--- config.mk ---
export PLATFORM = sky130hd
export DESIGN_NAME = video_timing_gen_flat
export DESIGN_NICKNAME = d
export VERILOG_FILES = /design/src/rtl/video_timing_if.sv /design/src/rtl/video_timing_gen.sv /design/src/flat_wrapper.sv
export SDC_FILE = /design/constraint.sdc
export NUM_CORES = 1
export LEC_CHECK = 0
export CORE_ASPECT_RATIO = 1.1
export CORE_MARGIN = 2
export CORE_UTILIZATION = 41
export DETAILED_ROUTE_END_ITERATION = 8
export HOLD_SLACK_MARGIN = 0.15
export PLACE_DENSITY = 0.71
export SETUP_SLACK_MARGIN = 0.05
export SLEW_MARGIN = 20
export SYNTH_ARGS = -nofsm -noshare
export SYNTH_HDL_FRONTEND = slang
export SYNTH_SLANG_ARGS = --single-unit
--- constraint.sdc ---
create_clock -name clk -period 2.5 [get_ports clk]
set_input_delay 0.25 -clock clk [delete_from_list [all_inputs] [get_ports clk]]
set_output_delay 0.25 -clock clk [all_outputs]
set_load 0.02 [all_outputs]
--- src/rtl/video_timing_if.sv ---
// Raster timing bundle from video_timing_gen to the framebuffer fetch and the DVI encoder.
// The widths must match the XW/YW that the generator derives from its totals.
`timescale 1ns/1ps
interface video_timing_if #(
  parameter int unsigned XW = 10,
  parameter int unsigned YW = 10
);
  logic          running_o;
  logic          hsync_o;
  logic          vsync_o;
  logic          de_o;
  logic [XW-1:0] x_o;
  logic [YW-1:0] y_o;
  logic          line_start_o;
  logic          frame_start_o;

  modport master (
    output running_o, hsync_o, vsync_o, de_o, x_o, y_o, line_start_o, frame_start_o
  );

  modport slave (
    input running_o, hsync_o, vsync_o, de_o, x_o, y_o, line_start_o, frame_start_o
  );
endinterface

--- src/rtl/video_timing_gen.sv ---
// Raster timing generator for the pixel-clock domain: waits for stable PLL lock, then produces
// registered hsync/vsync/de/x/y and line/frame start pulses with one cycle of latency.
`timescale 1ns/1ps
module video_timing_gen #(
  parameter int unsigned H_ACTIVE    = 640,
  parameter int unsigned H_FP        = 16,
  parameter int unsigned H_SYNC      = 96,
  parameter int unsigned H_BP        = 48,
  parameter int unsigned V_ACTIVE    = 480,
  parameter int unsigned V_FP        = 10,
  parameter int unsigned V_SYNC      = 2,
  parameter int unsigned V_BP        = 33,
  parameter bit          HS_POL      = 1'b0,
  parameter bit          VS_POL      = 1'b0,
  parameter int unsigned LOCK_CYCLES = 16,
  localparam int unsigned H_TOTAL    = H_ACTIVE + H_FP + H_SYNC + H_BP,
  localparam int unsigned V_TOTAL    = V_ACTIVE + V_FP + V_SYNC + V_BP,
  localparam int unsigned XW         = $clog2(H_TOTAL),
  localparam int unsigned YW         = $clog2(V_TOTAL)
) (
  input  logic           clk,
  input  logic           reset_n,
  input  logic           pll_locked_i,
  video_timing_if.master vid
);

  localparam int unsigned LCW      = $clog2(LOCK_CYCLES + 1);
  localparam int unsigned HS_START = H_ACTIVE + H_FP;
  localparam int unsigned HS_END   = H_ACTIVE + H_FP + H_SYNC;
  localparam int unsigned VS_START = V_ACTIVE + V_FP;
  localparam int unsigned VS_END   = V_ACTIVE + V_FP + V_SYNC;

  typedef enum logic [0:0] {StWaitLock, StRun} state_e;

  state_e          state_q, state_d;
  logic [LCW-1:0]  lock_cnt_q, lock_cnt_d;
  logic [XW-1:0]   h_q, h_d;
  logic [YW-1:0]   v_q, v_d;

  logic            running_q, running_d;
  logic            hsync_q, hsync_d;
  logic            vsync_q, vsync_d;
  logic            de_q, de_d;
  logic [XW-1:0]   x_q, x_d;
  logic [YW-1:0]   y_q, y_d;
  logic            line_start_q, line_start_d;
  logic            frame_start_q, frame_start_d;

  logic [31:0]     h32, v32;
  logic            active;

  assign h32 = 32'(h_q);
  assign v32 = 32'(v_q);

  // State, counters and the registered raster outputs.
  always_ff @(posedge clk) begin
    if (!reset_n) begin
      state_q       <= StWaitLock;
      lock_cnt_q    <= '0;
      h_q           <= '0;
      v_q           <= '0;
      running_q     <= 1'b0;
      hsync_q       <= ~HS_POL;
      vsync_q       <= ~VS_POL;
      de_q          <= 1'b0;
      x_q           <= '0;
      y_q           <= '0;
      line_start_q  <= 1'b0;
      frame_start_q <= 1'b0;
    end else begin
      state_q       <= state_d;
      lock_cnt_q    <= lock_cnt_d;
      h_q           <= h_d;
      v_q           <= v_d;
      running_q     <= running_d;
      hsync_q       <= hsync_d;
      vsync_q       <= vsync_d;
      de_q          <= de_d;
      x_q           <= x_d;
      y_q           <= y_d;
      line_start_q  <= line_start_d;
      frame_start_q <= frame_start_d;
    end
  end

  always_comb begin
    state_d    = state_q;
    lock_cnt_d = lock_cnt_q;
    h_d        = h_q;
    v_d        = v_q;
    unique case (state_q)
      StWaitLock: begin
        h_d = '0;
        v_d = '0;
        if (!pll_locked_i) begin
          lock_cnt_d = '0;
        end else if (lock_cnt_q == LCW'(LOCK_CYCLES - 1)) begin
          state_d    = StRun;
          lock_cnt_d = '0;
        end else begin
          lock_cnt_d = lock_cnt_q + LCW'(1);
        end
      end
      StRun: begin
        // Loss of lock overrides any wrap and abandons the partial frame.
        if (!pll_locked_i) begin
          state_d    = StWaitLock;
          lock_cnt_d = '0;
          h_d        = '0;
          v_d        = '0;
        end else if (h32 == H_TOTAL - 1) begin
          h_d = '0;
          v_d = (v32 == V_TOTAL - 1) ? '0 : v_q + YW'(1);
        end else begin
          h_d = h_q + XW'(1);
        end
      end
    endcase
  end

  // Outputs go idle on the same edge that sees lock drop, so nothing past the drop is shown.
  always_comb begin
    active        = (state_q == StRun) && pll_locked_i;
    running_d     = active;
    de_d          = active && (h32 < H_ACTIVE) && (v32 < V_ACTIVE);
    hsync_d       = (active && (h32 >= HS_START) && (h32 < HS_END)) ? HS_POL : ~HS_POL;
    vsync_d       = (active && (v32 >= VS_START) && (v32 < VS_END)) ? VS_POL : ~VS_POL;
    x_d           = active ? h_q : '0;
    y_d           = active ? v_q : '0;
    line_start_d  = active && (h_q == '0);
    frame_start_d = active && (h_q == '0) && (v_q == '0);
  end

  assign vid.running_o     = running_q;
  assign vid.hsync_o       = hsync_q;
  assign vid.vsync_o       = vsync_q;
  assign vid.de_o          = de_q;
  assign vid.x_o           = x_q;
  assign vid.y_o           = y_q;
  assign vid.line_start_o  = line_start_q;
  assign vid.frame_start_o = frame_start_q;

endmodule
--- src/flat_wrapper.sv ---
// flat-port wrapper written by rule: the top's interface ports become plain ports
module video_timing_gen_flat 
#(
  parameter int unsigned H_ACTIVE    = 640,
  parameter int unsigned H_FP        = 16,
  parameter int unsigned H_SYNC      = 96,
  parameter int unsigned H_BP        = 48,
  parameter int unsigned V_ACTIVE    = 480,
  parameter int unsigned V_FP        = 10,
  parameter int unsigned V_SYNC      = 2,
  parameter int unsigned V_BP        = 33,
  parameter bit          HS_POL      = 1'b0,
  parameter bit          VS_POL      = 1'b0,
  parameter int unsigned LOCK_CYCLES = 16,
  localparam int unsigned H_TOTAL    = H_ACTIVE + H_FP + H_SYNC + H_BP,
  localparam int unsigned V_TOTAL    = V_ACTIVE + V_FP + V_SYNC + V_BP,
  localparam int unsigned XW         = $clog2(H_TOTAL),
  localparam int unsigned YW         = $clog2(V_TOTAL)
)
  (clk, reset_n, pll_locked_i, vid_running_o, vid_hsync_o, vid_vsync_o, vid_de_o, vid_x_o, vid_y_o, vid_line_start_o, vid_frame_start_o);
  video_timing_if vid_i ();
  input  logic clk;
  input  logic reset_n;
  input  logic pll_locked_i;
  output wire logic [$bits(vid_i.running_o)-1:0] vid_running_o;
  output wire logic [$bits(vid_i.hsync_o)-1:0] vid_hsync_o;
  output wire logic [$bits(vid_i.vsync_o)-1:0] vid_vsync_o;
  output wire logic [$bits(vid_i.de_o)-1:0] vid_de_o;
  output wire logic [$bits(vid_i.x_o)-1:0] vid_x_o;
  output wire logic [$bits(vid_i.y_o)-1:0] vid_y_o;
  output wire logic [$bits(vid_i.line_start_o)-1:0] vid_line_start_o;
  output wire logic [$bits(vid_i.frame_start_o)-1:0] vid_frame_start_o;
  assign vid_running_o = vid_i.running_o;
  assign vid_hsync_o = vid_i.hsync_o;
  assign vid_vsync_o = vid_i.vsync_o;
  assign vid_de_o = vid_i.de_o;
  assign vid_x_o = vid_i.x_o;
  assign vid_y_o = vid_i.y_o;
  assign vid_line_start_o = vid_i.line_start_o;
  assign vid_frame_start_o = vid_i.frame_start_o;
  video_timing_gen #(.H_ACTIVE(H_ACTIVE), .H_FP(H_FP), .H_SYNC(H_SYNC), .H_BP(H_BP), .V_ACTIVE(V_ACTIVE), .V_FP(V_FP), .V_SYNC(V_SYNC), .V_BP(V_BP), .HS_POL(HS_POL), .VS_POL(VS_POL), .LOCK_CYCLES(LOCK_CYCLES)) u_core (.clk(clk), .reset_n(reset_n), .pll_locked_i(pll_locked_i), .vid(vid_i));
endmodule
; Word level (Yosys, flattened, before mapping)
; Index checks and enable logic that the tools add are counted.
[word_totals]
register_bits = 52
input_bits = 3
elab_cells = 56
[op_classes]
n_addsub = 3
magnitude_cmp = 6
eq_ne = 5
n_mux = 17
n_bitwise = 1
reduce_logical = 12
[ops]
columns = operator, count
row1 = 10-bit two-way mux, 5
row2 = 10-bit case mux with 2 select lines, 2
row3 = 10-bit by 1-bit adder with 10-bit output (second input constant), 2
row4 = 10-bit == test (second input constant), 2
row5 = 10-bit logical NOT, 2
row6 = 10-bit < comparator (second input constant), 2
row7 = 10-bit by 9-bit < comparator with 1-bit output (second input constant), 2
row8 = 5-bit two-way mux, 3
row9 = 10-bit greater-or-equal comparator (second input constant), 1
row10 = 10-bit by 9-bit greater-or-equal comparator with 1-bit output (second input constant), 1
row11 = 5-bit case mux with 2 select lines, 1
row12 = 1-bit logical AND, 9
row13 = 5-bit by 1-bit adder with 5-bit output (second input constant), 1
row14 = 5-bit by 4-bit == test with 1-bit output (second input constant), 1
row15 = 1-bit two-way mux, 5
row16 = 3-bit inequality test (second input constant), 1
row17 = 2-bit inequality test (second input constant), 1
row18 = 1-bit case mux with 2 select lines, 1
row19 = 2-bit AND reduction, 1
row20 = 1-bit inverter, 1

; Depth between registers and ports, before layout
; Gate-level depths: netlist (run 1).
[depth]
ltp_word = 5
depth_mapped = 6

; Least setup slack after synthesis (run 1)
; Ideal clock, no wire load.
[synth_path]
path_kind = register to register
from = register u_core.h_q[0]
to = register u_core.v_q[4]
setup_time_ns = 0.129
t_arrival_ns = 1.466
t_required_ns = 2.371
setup_slack_ns = 0.905
stages_incl_launch_ff = 6
period_less_slack_ns = 1.595
cell_sequence = dfxtp_1 ha_1 nand4_2 o31a_2 a21oi_1 o31ai_2
[synth_via]
elab_chain_len = 2
[synth_rtl]
columns = item, line_no
row1 = "start, declared", video_timing_gen.sv:37  ; logic [XW-1:0] h_q, h_d;
row2 = "start signal, assigned", video_timing_gen.sv:60  ; h_q <= '0;
row3 = "start signal, assigned", video_timing_gen.sv:73  ; h_q <= h_d;
row4 = 10-bit == test, video_timing_gen.sv:111  ; end else if (h32 == H_TOTAL - 1) begin
row5 = 3-bit inequality test (no source line), --
row6 = "end signal, assigned", video_timing_gen.sv:74  ; v_q <= v_d;
row7 = "end, declared", video_timing_gen.sv:38  ; logic [YW-1:0] v_q, v_d;
; Every way passes these cells.
; A chain may end at the register's enable or synchronous reset.

; Worst setup path after layout (run 1)
[layout_path]
from = register u_core.h_q[0]
to = register u_core.v_q[3]
; Same word-level chain as after synthesis.

==> flow_summary.ini, run 1 <==
[power]
p_seq_share_pct = 63.9
power_density_nw_per_um2 = 534
p_leak_nw = 0.875
clkPwrFrac_pct = 35.5
switching_share_pct = 20.5
max-vdd-ir-drop_uv = 186
p_switching_uw = 267
internal_power_mw = 1.03
pwr-share-comb_pct = 0.7

[setup_path]
crit_slowest_cell = nor4_4
r2r_slack_ns = 0.70
cp_max_fo = 6
worstSetupPathType = register to register
r2r_end = u_core.v_q[3]
r2r_cells = 5
rr_startpoint = u_core.h_q[0]
cp.arrival_ns = 2.03
startpoint_type = register
cp-end-kind = register
crit_chain = ha_1 -> nand4_2 -> nor4_4 -> nand2_2 -> o31ai_2
critical-path-max-stage-delay_ns = 0.44
critPathRequiredTime_ns = 2.72

[route]
drc = 0
drt_iter0_markers = 65
wl_um = 3550
post_drt_via_cell_ratio = 5.10
wire_per_inst_um = 12.2
firstDrtPassIters = 4
vias = 1478
final_antenna_net_count = 0

[grt]
grt.total_usage_pct = 13.6
grt_pass1_wl_um = 5940
grt_pass1_vias = 1333
grt_max_degree = 17
grt-ovfl-total = 0
antenna_found_initial = 0

[hold_path]
whs_path_depth = 2
holdPathEnd = u_core.lock_cnt_q[4]
min_from = u_core.lock_cnt_q[4]
hold_class = register to register

[synthesis]
synth_top_area_share_pct = 51.8
async_reset_ff_share_pct = 0
netlist_area_sq_um = 2010
synthesis.nets = 210
synth.distinct_cells = 44
ys_warn_count = 0
synth_cells = 202
avgSynthCellArea_sq_um = 9.94
ys_seq_area_share_pct = 51.8
synth_edf_count = 0
synth-seq-cells = 52
synth_flop_cell = dfxtp_1
synth.area.top_cells = dfxtp_1 (52%), and2_1 (4.7%), nor2_1 (4.5%)
synth_largest_area_cell = dfxtp_1

[sta]
slew_headroom_pct = 67.3
min_period_ns = 1.80
worst_pin_slew_ns = 0.490
finalSetupViolations = 0
drv_slew = 0
max_clock_freq_mhz = 555
finalCritPeriodShare_pct = 72.1
tns_ns = 0
skew_ns = 0.00411
grt_setup_unrepaired = no
hold_violations = 0

[cells_and_area]
layout-drive-gt1-share_pct = 9.40
diodes = 0
final_util_pct = 51.9
final_nets = 241
area_delta_synth_final_pct = 21.2

[clock_tree]
cts_buffer_depth = 2
cts_buffers = 5
cts_tree = built
clock_latency_ns = 0.30
h-tree-depth = 2
root_buffer = clkbuf_8
clock_sinks = 52
path_clk_slew_ns = 0.09
cts-hold-fix-buffers = 0
cts_resized = 0
post_cts_buffers = 0

[placement]
dpl.hpwl_um = 2480
port_buffers = 28
gp_congestion = 0.821

[die]
ioPinCount = 29
die_x_um = 70.7
dieHeight_um = 77.4
coreArea_sq_um = 4680
rows = 26
initial_core_util_pct = 42.9
dieArea_sq_um = 5470

[flow_run]
drv_cap = 0

[outcome]
status = finished clean
[worst max-delay path: cells and delay by family (launching register included)]
kind | cells | cell delay, ns
and+or+nand+nor | 3 | 0.83
adders and majority gates | 1 | 0.26
AOI/OAI and AO/OA | 1 | 0.22
DFF | 1 | 0.40
[metrics by stage]
stage | power [mW] | setup slack (ns) | hold WS, ns | cell area [sq um] | std cells
finish | 1.30 | 0.699 | 0.447 | 2430 | 290
global route | 1.36 | 0.508 | 0.482 | 2430 | 290
global placement | 0.858 | 0.504 | 0.426 | 2340 | 282
floorplan | 0.854 | 0.905 | 0.415 | 2010 | 202
CTS | 1.32 | 0.696 | 0.455 | 2430 | 290
detailed placement | 0.859 | 0.461 | 0.441 | 2340 | 282
[layout make-up]
cell class | count | area, sq um
Timing Repair Buffer | 31 | 303
Inverter | 7 | 26.3
Tap cell | 56 | 70.1
Clock buffer | 6 | 72.6
Multi-Input combinational cell | 136 | 905
Fill cell | 461 | 2250
Clock inverter | 2 | 16.3
Sequential cell | 52 | 1040
[Yosys cell counts (3+ instances only)]
master / n
nand4_1: 3
nand3_1: 11
and2_1: 15
a21oi_1: 4
dfxtp_1: 52
inv_1: 6
ha_1: 5
xnor2_1: 3
nor2_1: 24
clkbuf_1: 4
nand2_1: 12
xor2_1: 8
o21ai_0: 5
nor3_1: 6
and3_1: 3
and4_1: 5
[state kept, by name, indices dropped and copies added, names as in the netlist]
signal / flops
u_core.vid.running_o: 1
u_core.vid.de_o: 1
u_core.h_q: 10
u_core.vid.x_o: 10
u_core.vid.vsync_o: 1
u_core.state_q: 1
u_core.lock_cnt_q: 5
u_core.vid.hsync_o: 1
u_core.v_q: 10
u_core.vid.frame_start_o: 1
u_core.vid.line_start_o: 1
u_core.vid.y_o: 10
[logic make-up (layout without fill, tap and decap cells)]
logic type / Yosys count / in the layout / share of synthesized area [%]
simple gates: 95 / 95 / 26.4
flops: 52 / 52 / 51.8
compound gates: 24 / 24 / 10.3
buf+inv: 14 / 46 / 3.11
xor+xnor: 11 / 11 / 4.80
fa+ha+maj: 5 / 5 / 3.12
mux: 1 / 1 / 0.498
[power by group through the flow]
stage / logic (mW) / registers [mW] / clock network (mW)
detailed placement: 0.00876 / 0.850 / 0
floorplan: 0.00443 / 0.850 / 0
finish: 0.00882 / 0.830 / 0.461
CTS: 0.00889 / 0.830 / 0.485
global route: 0.00985 / 0.831 / 0.516
global placement: 0.00856 / 0.850 / 0
[worst max-delay path by stage]
stage | from | end | slack, ns | depth (start not counted)
after floorplan | u_core.h_q[0] | u_core.v_q[4] | 0.91 | 5
after global placement | reset_n | u_core.v_q[4] | 0.50 | 5
after detailed placement | reset_n | u_core.v_q[4] | 0.46 | 5
after CTS | u_core.h_q[0] | u_core.v_q[2] | 0.70 | 5
after global routing | u_core.state_q | u_core.v_q[3] | 0.51 | 4
final | u_core.h_q[0] | u_core.v_q[3] | 0.70 | 5
[cells in the final DEF, fill, tap and decap left out, types with 2 or more instances in the layout]
master,n
ha_1,5
dfxtp_1,52
and3_1,3
buf_4,3
nand4_1,3
nor4b_1,2
nor2b_1,2
a31oi_1,2
and3_2,2
inv_1,6
nand2_1,12
and4_1,5
o21ai_0,5
o211a_1,2
clkdlybuf4s50_1,28
clkbuf_8,5
nand3_1,11
a21oi_1,4
o31ai_2,2
nor3_1,6
xor2_1,8
xnor2_1,3
and2_1,15
nor4_1,2
nor2_1,24
[per-layer routing]
metal  wire (um)  track usage (%)  vias up
li1            -                -      761
met1        1760             17.2      686
met2        1590             21.3       26
met3         133             3.90        5
met4          66             6.23        0
met5           0                0        -
Note: power is estimated with default switching activity, not from simulation.
==> run 2, diff against run 1 <==
clock period = 1.85 ns   (was 2.5 ns; I/O delays follow)
==> run 2 against run 1 <==
Against the previous run:
- final cell count rose by 5.2%
- register-to-register slack got worse by 0.58 ns
- clock-buffer cell count fell by 1
- global-route usage rose by 1.9 points
- routed wire length rose by 11%
- sequential power rose by 35%
- clock power rose by 66%
- die area did not move
- fmax rose by 3.8%
- critical path depth did not move
- sequential share of layout area fell by 2.3 points
- flip-flop and latch count did not move
==> flow_summary.ini, run 2 (synthesis gave the netlist of run 1 again) <==
[outcome]
status = finished clean

[sta]
hold_violations = 0
min_period_ns = 1.74
hold_slack_ns = 0.443
finalCritPeriodShare_pct = 93.8
finalSetupViolations = 0
drv_slew = 0
tns_ns = 0
slew_headroom_pct = 66.0
max_clock_freq_mhz = 576
worst_pin_slew_ns = 0.506
skew_ns = 0.00628
grt_setup_unrepaired = yes

[clock_tree]
cts_tree = built
path_clk_slew_ns = 0.09
clock_latency_ns = 0.31
cts_buffers = 5
cts-hold-fix-buffers = 0
clock_sinks = 52
h-tree-depth = 2
root_buffer = clkbuf_8
cts_buffer_depth = 2

[placement]
placed_area_sq_um = 2440
gp_congestion = 0.836
dpl.hpwl_um = 2740
port_buffers = 28

[route]
vias = 1577
wl_um = 3930
drt_iter0_markers = 103
drc = 0
post_drt_via_cell_ratio = 5.17
wire_per_inst_um = 12.9
firstDrtPassIters = 5
final_antenna_net_count = 0

[cells_and_area]
diodes = 0
n_fill_cell = 442
final_cell_mix = dfxtp_1 (52), clkdlybuf4s50_1 (28), nor2_1 (24)
postLayoutCellArea_sq_um = 2570
regArea_sq_um = 1040
multi_input_comb_area_sq_um = 905
final_nets = 256
area_delta_synth_final_pct = 27.9
final_common_cell = dfxtp_1
layout-drive-gt1-share_pct = 15.3

[setup_path]
critPathRequiredTime_ns = 2.09
startpoint_type = register
cp_max_fo = 5
cp-end-kind = register
worstSetupPathType = register to register
cp.arrival_ns = 1.97

[hold_path]
hold_class = register to register

[die]
rows = 26
ioPinCount = 29
die_x_um = 70.7
dieArea_sq_um = 5470
dieHeight_um = 77.4
initial_core_util_pct = 42.9
coreArea_sq_um = 4680

[power]
power.total_mw = 1.90
max-vdd-ir-drop_uv = 403
power_density_nw_per_um2 = 739
p_leak_nw = 0.967

[grt]
grt-ovfl-total = 0
grt_pass1_wl_um = 6710
grt_pass1_vias = 1453
antenna_found_initial = 0
grt.total_usage_pct = 15.5
grt_max_degree = 17

[flow_run]
drv_cap = 0
-- run 2: changes by cell type in the layout (fill, tap and decap cells not counted) --
cell,before,now
buf_4,3,18
bufinv_16,0,1
clkbuf_1,1,0
clkinv_2,0,1
clkinv_4,1,0
-- run 2: through the flow --
| step | instances | util (%) | worst slack, ns |
|---|---|---|---|
| final | 305 | 54.8 | 0.115 |
| after global routing | 305 | 54.8 | 0.0416 |
| after CTS | 303 | 54.5 | 0.0607 |
| after detailed placement | 295 | 52.1 | 0.00231 |
| after global placement | 295 | 52.1 | 0.0645 |
| after floorplan | 202 | - | 0.255 |
-- run 2: per-layer routing --
layer / vias up / part of all wire (%) / global-route usage (%)
met5: - / 0 / 0
met4: 0 / 1.9 / 7.55
met3: 5 / 4.4 / 4.29
met2: 38 / 46 / 23.4
met1: 741 / 47 / 20.4
li1: 793 / - / -
-- run 2: area by class of cell --
type / instances / area share (%)
Clock inverter: 3 / 1.66
Sequential cell: 52 / 40.5
Timing Repair Buffer: 46 / 16.2
Inverter: 7 / 1.02
Tap cell: 56 / 2.73
Clock buffer: 5 / 2.68
Multi-Input combinational cell: 136 / 35.2
-- run 2: power breakdown --
part	switching (mW)	total, mW	internal, mW
combinational	0.00482	0.0118	0.00695
clock	0.365	0.765	0.400
sequential	0.00194	1.12	1.12
-- run 2: worst max-delay path: stages, from the launching register on --
cell and delay (ns):
dfxtp_1 0.31, or3_1 0.52, nor4_4 0.42, buf_4 0.19, nand3_1 0.07, a31oi_1 0.16
-- run 2: timing repair --
action / in CTS / in global routing
gates resized for setup: 0 / 0
setup buffers: 0 / 2
endpoints found under the setup margin: 0 / 6
-- run 2: path summary, 6_finish.rpt --
| check | slack, ns | depth (start not counted) | startpoint | to |
|---|---|---|---|---|
| setup / recovery | 0.11 | 5 | u_core.h_q[5] | u_core.v_q[9] |
| hold / removal | 0.44 | 2 | u_core.lock_cnt_q[4] | u_core.lock_cnt_q[4] |
| setup reg to reg | 0.11 | 5 | u_core.h_q[5] | u_core.v_q[9] |
| hold reg to reg | 0.44 | 2 | u_core.lock_cnt_q[4] | u_core.lock_cnt_q[4] |
